`config.mk`:
```
export PLATFORM = sky130hd
export DESIGN_NAME = nr_memory
export DESIGN_NICKNAME = d
export VERILOG_FILES = /design/src/rtl/nr_memory.sv
export SDC_FILE = /design/constraint.sdc
export NUM_CORES = 2
export LEC_CHECK = 0
export ABC_AREA = 1
export CORE_UTILIZATION = 25
export DETAILED_ROUTE_END_ITERATION = 16
export PLACE_DENSITY = 0.48
export SYNTH_ARGS = -nofsm -noshare
export SYNTH_HDL_FRONTEND = slang
export SYNTH_SLANG_ARGS = --single-unit
```
`constraint.sdc`:
```
create_clock -name clk -period 2.13 [get_ports clk]
set_input_delay 0.426 -clock clk [delete_from_list [all_inputs] [get_ports clk]]
set_output_delay 0.426 -clock clk [all_outputs]
set_load 0.01 [all_outputs]
```
`src/rtl/nr_memory.sv`:
```
// nr_memory: 2^ADDR_W x DATA_W flip-flop register file.
// It has one write port and one registered read port with 1-cycle read latency.
// clr synchronously zeroes the whole array and the output register in a single cycle.
// Optional build macro NR_MEMORY_WRITE_BYPASS_EN changes same-address read/write
// collisions from read-before-write to write-first. In write-first mode the read
// port returns the incoming write data.
module nr_memory #(
  parameter int DATA_W = 8,
  parameter int ADDR_W = 8
) (
  input  logic              clk,
  input  logic              clr,
  input  logic [DATA_W-1:0] in,
  output logic [DATA_W-1:0] out,
  input  logic [ADDR_W-1:0] Adrin,
  input  logic [ADDR_W-1:0] Adrout,
  input  logic              canWr,
  input  logic              canRd
);

  localparam int DEPTH = 1 << ADDR_W;

  logic [DATA_W-1:0] mem [DEPTH];
  logic [DATA_W-1:0] rd_data;

  // Array update: clear wins over write; without clr or canWr every word holds
  always_ff @(posedge clk) begin
    if (clr) begin
      for (int i = 0; i < DEPTH; i++) begin
        mem[i] <= '0;
      end
    end else if (canWr) begin
      mem[Adrin] <= in;
    end
  end

`ifdef NR_MEMORY_WRITE_BYPASS_EN
  // Read mux, write-first: a same-cycle write to the read address forwards its data
  always_comb begin
    rd_data = mem[Adrout];
    if (canWr && (Adrin == Adrout)) begin
      rd_data = in;
    end
  end
`else
  // Read mux, read-before-write: the array value ahead of this edge's write
  always_comb begin
    rd_data = mem[Adrout];
  end
`endif

  // Output register: cleared by clr, loaded on canRd, otherwise held
  always_ff @(posedge clk) begin
    if (clr) begin
      out <= '0;
    end else if (canRd) begin
      out <= rd_data;
    end
  end

endmodule

```
After elaboration in Yosys (flattened, before gate mapping)
Memories as Yosys holds them, arrays and structs flattened. A register that Yosys moved wholly into a read port is not among the register bits.
Index checks and enable logic that the tools add are counted.

storage, ports and cells
  input bits = 28
  RAM bits = 2048
  register bits after elaboration = 0
  memories = 1

cells by class
  muxes and demuxes = 8
  reduce and logical (&&, ||, !) cells = 1

memories
  memory  words  bits a word  rd ports  clocked after memory_dff  wr ports  line  RTL
  mem     256    8            1         1                         256       23    logic [DATA_W-1:0] mem [DEPTH];

operator list
  kind                number
  2-to-1 mux 8 bit    2
  OR reduction 8 bit  1
  2-to-1 mux 1 bit    6

Logic depth before layout (Yosys ltp)
  depth in word-level cells = 5
  depth in mapped cells = 17

Worst setup path after synthesis
No wires, ideal clock.

  kind = input to register
  start point = in clr
  end point = mem mem[150][0] (enable)
  setup time = 0.329 ns
  setup slack = -0.024 ns
  stages = 8
  data required time = 1.801 ns
  path buffers = 3
  arrival time = 1.825 ns
  cell sequence = buf_2 -> inv_2 -> nand2_2 -> buf_4 -> nor3_2 -> buf_4 -> nand2_2 -> nand2_1

RTL lines
  element      line  RTL
  from (decl)  12    input logic clr,
  to (decl)    23

==> flow_metrics.tcl <==
set metrics [dict create \
    outcome "completed" \
    final_cell_mix "2592 x nand2_1, 2101 x nor2_1, 2048 x edfxtp_1, 2020 x nand3_1, 820 x buf_4" \
    synthDistinctLibCells 19 \
    grt_pass1_wl_um 483000 \
    p_total_mw 95.4 \
    cts.sinks 2056 \
    drive_gt1_frac 0.153 \
    rrSetupSlack_ns 0.09 \
    slew_violations 0 \
    r2r_end "out[7]" \
    cp-start-kind "input port" \
    critPathKind "input port to flop" \
    multi_input_area_mm2 0.0282 \
    hold_path.startpoint "in[4]" \
    place_congestion 0.933 \
    core_mm2 0.370 \
    netlist_instances 9589 \
    dr.first_iter.drc_count 7583 \
    vdd_drop_max_mv 0.642 \
    portBuffers 35 \
    drtPass1Iterations 6 \
    whs_ns 0.341 \
    clk_path_buf_depth 4 \
    avgViaCountPerCell 4.77 \
    holdCritPathClass "input port to flop" \
    synth_top_area_frac 0.660 \
    clk_pin_slew_ns 0.06 \
    ant_nets 0 \
    area_delta_synth_final_pct 26.7 \
    clock_latency_ns 0.90 \
    cts_buffers 228 \
    grt_remaining_overflow 0 \
    leakage_nw 45.6 \
    hold_viol_final 0 \
    ff_latch_area_mm2 0.0617 \
    chipWidth_um 613 \
    yosysTopAreaCell "edfxtp_1" \
    ys_seq_elements 2056 \
    crit_path_max_fanout 42 \
    netlist_area_mm2 0.0932 \
    crit_path_end_kind "flop" \
    r2r-start "mem[255][7]" \
    finalSetupViolations 0 \
    min_period_over_period 0.978 \
    postCtsSetupBuffers 0 \
    whs_path_depth 3 \
    dp_hpwl_um 229000 \
    min_period_ns 2.08 \
    rsz0062_at_grt "false" \
    die_h_um 613 \
    slew_headroom 0.678 \
    r2r_cells 13 \
    post-route-drc-count 0 \
    grt_max_degree 68 \
    final.fill_count 38100 \
    avgSynthCellArea_um2 9.72 \
    ctsHoldBuffers 0 \
    power.density_mw_per_mm2 807 \
    vias 73800 \
    maxCapViolations 0 \
    die_area_mm2 0.375 \
    skew_ns 0.0892 \
    cp.arrival_ns 2.88 \
    synth_area_leaders "edfxtp_1 66%, nand3_1 11%, nand2_1 10%" \
    synth_nets 9617 \
    yosysWarnings 0 \
    ios 36 \
    cts_tree "built" \
    seq_area_frac_synth 0.661 \
    critPathRequiredTime_ns 2.93 \
    antenna_found_initial 9 \
    nNetsFinal 10400 \
    root_buffer "clkbuf_16" \
    ctsHtreeMaxLevel 4 \
    final_util 0.319 \
    wl_per_cell_um 21.3 \
    wirelength_um 330000 \
    final_common_cell "nand2_1" \
    grt_pass1_vias 72600 \
    initial_utilization 0.252 \
    std_cell_rows 223 \
    worst_pin_slew_ns 0.482 \
    grt.total_usage 0.173 \
    whs_endpoint "mem[56][4]" \
    max_freq_mhz 480 \
]
## synthesized netlist by cell type
master	number
buf_1	44
buf_2	302
buf_4	51
buf_6	6
buf_8	1
clkbuf_1	334
clkinv_1	5
dfxtp_1	8
edfxtp_1	2048
inv_1	28
inv_2	5
inv_4	1
nand2_1	2596
nand2_2	11
nand3_1	2027
nor2_1	2101
nor3_1	7
nor3_2	13
nor3_4	1
## cells by family after synthesis
logic type | synth area share
simple gates | 0.301
flops | 0.661
buf+inv | 0.0380
## metal layers
layer | routed length (µm) | up-vias | part of all wire | global-route usage
met5 | 0 | - | 0 | 0
met4 | 11500 | 0 | 0.035 | 0.0555
met3 | 23700 | 519 | 0.072 | 0.0250
met2 | 153000 | 2689 | 0.46 | 0.281
met1 | 143000 | 36600 | 0.43 | 0.235
li1 | - | 34000 | - | -
## registers in the layout, summed over array words and instances (netlist names)
signal / flops
mem: 2048
out: 8
## worst max path at each step
stage	startpoint	to	slack (ns)	cells past startpoint
after floorplan	clr	mem[7][0]	-0.004	8
after global placement	Adrout[1]	out[6]	-1.06	17
after detailed placement	Adrout[1]	out[6]	-0.95	17
after CTS	out[2]	out[2]	0.007	1
after global routing	Adrout[0]	out[6]	0.005	17
final	Adrout[1]	out[7]	0.05	17
## through the flow
step | cell area [µm²] | TNS [ns] | setup WS [ns] | std cells
after floorplan | 93200 | -0.225 | -0.00411 | 9589
after global placement | 111000 | -1610.84 | -1.06 | 15100
after detailed placement | 111000 | -1619.68 | -0.952 | 15100
after CTS | 118000 | 0 | 0.00696 | 15500
after global routing | 118000 | 0 | 0.00513 | 15500
final | 118000 | 0 | 0.0465 | 15500
## critical path, cell delays in order
cell	delay, ns
buf_8	0.15
inv_8	0.13
buf_12	0.18
buf_16	0.26
buf_4	0.23
buf_4	0.16
nand3_1	0.10
nand3_1	0.11
nand3_1	0.11
nand3_1	0.25
nand3_2	0.20
nand3_1	0.14
nand2_1	0.07
nand2_1	0.09
nand3_1	0.08
nand2_1	0.08
inv_1	0.05
## power breakdown
part           internal, mW  switching (mW)  total (mW)
Sequential             46.4           0.658        47.1
Clock                  21.7            16.7        38.4
Combinational          3.52            6.39        9.91
Total                  71.6            23.7        95.4
## what timing repair did
action | 4_1_cts | 5_1_grt
setup endpoints to repair | 8 | 4
cloned | 0 | 0
resized for setup | 24 | 8
## cell type report
class | instances | area share
well taps | 4950 | 0.0524
diodes | 7 | 0.000148
multi-input cells | 6756 | 0.238
flip-flops and latches | 2056 | 0.522
repair buffers | 1268 | 0.125
inverters | 39 | 0.00210
clock inverters | 124 | 0.00875
clock buffers | 286 | 0.0509
Power figures use the tool's default switching activity.
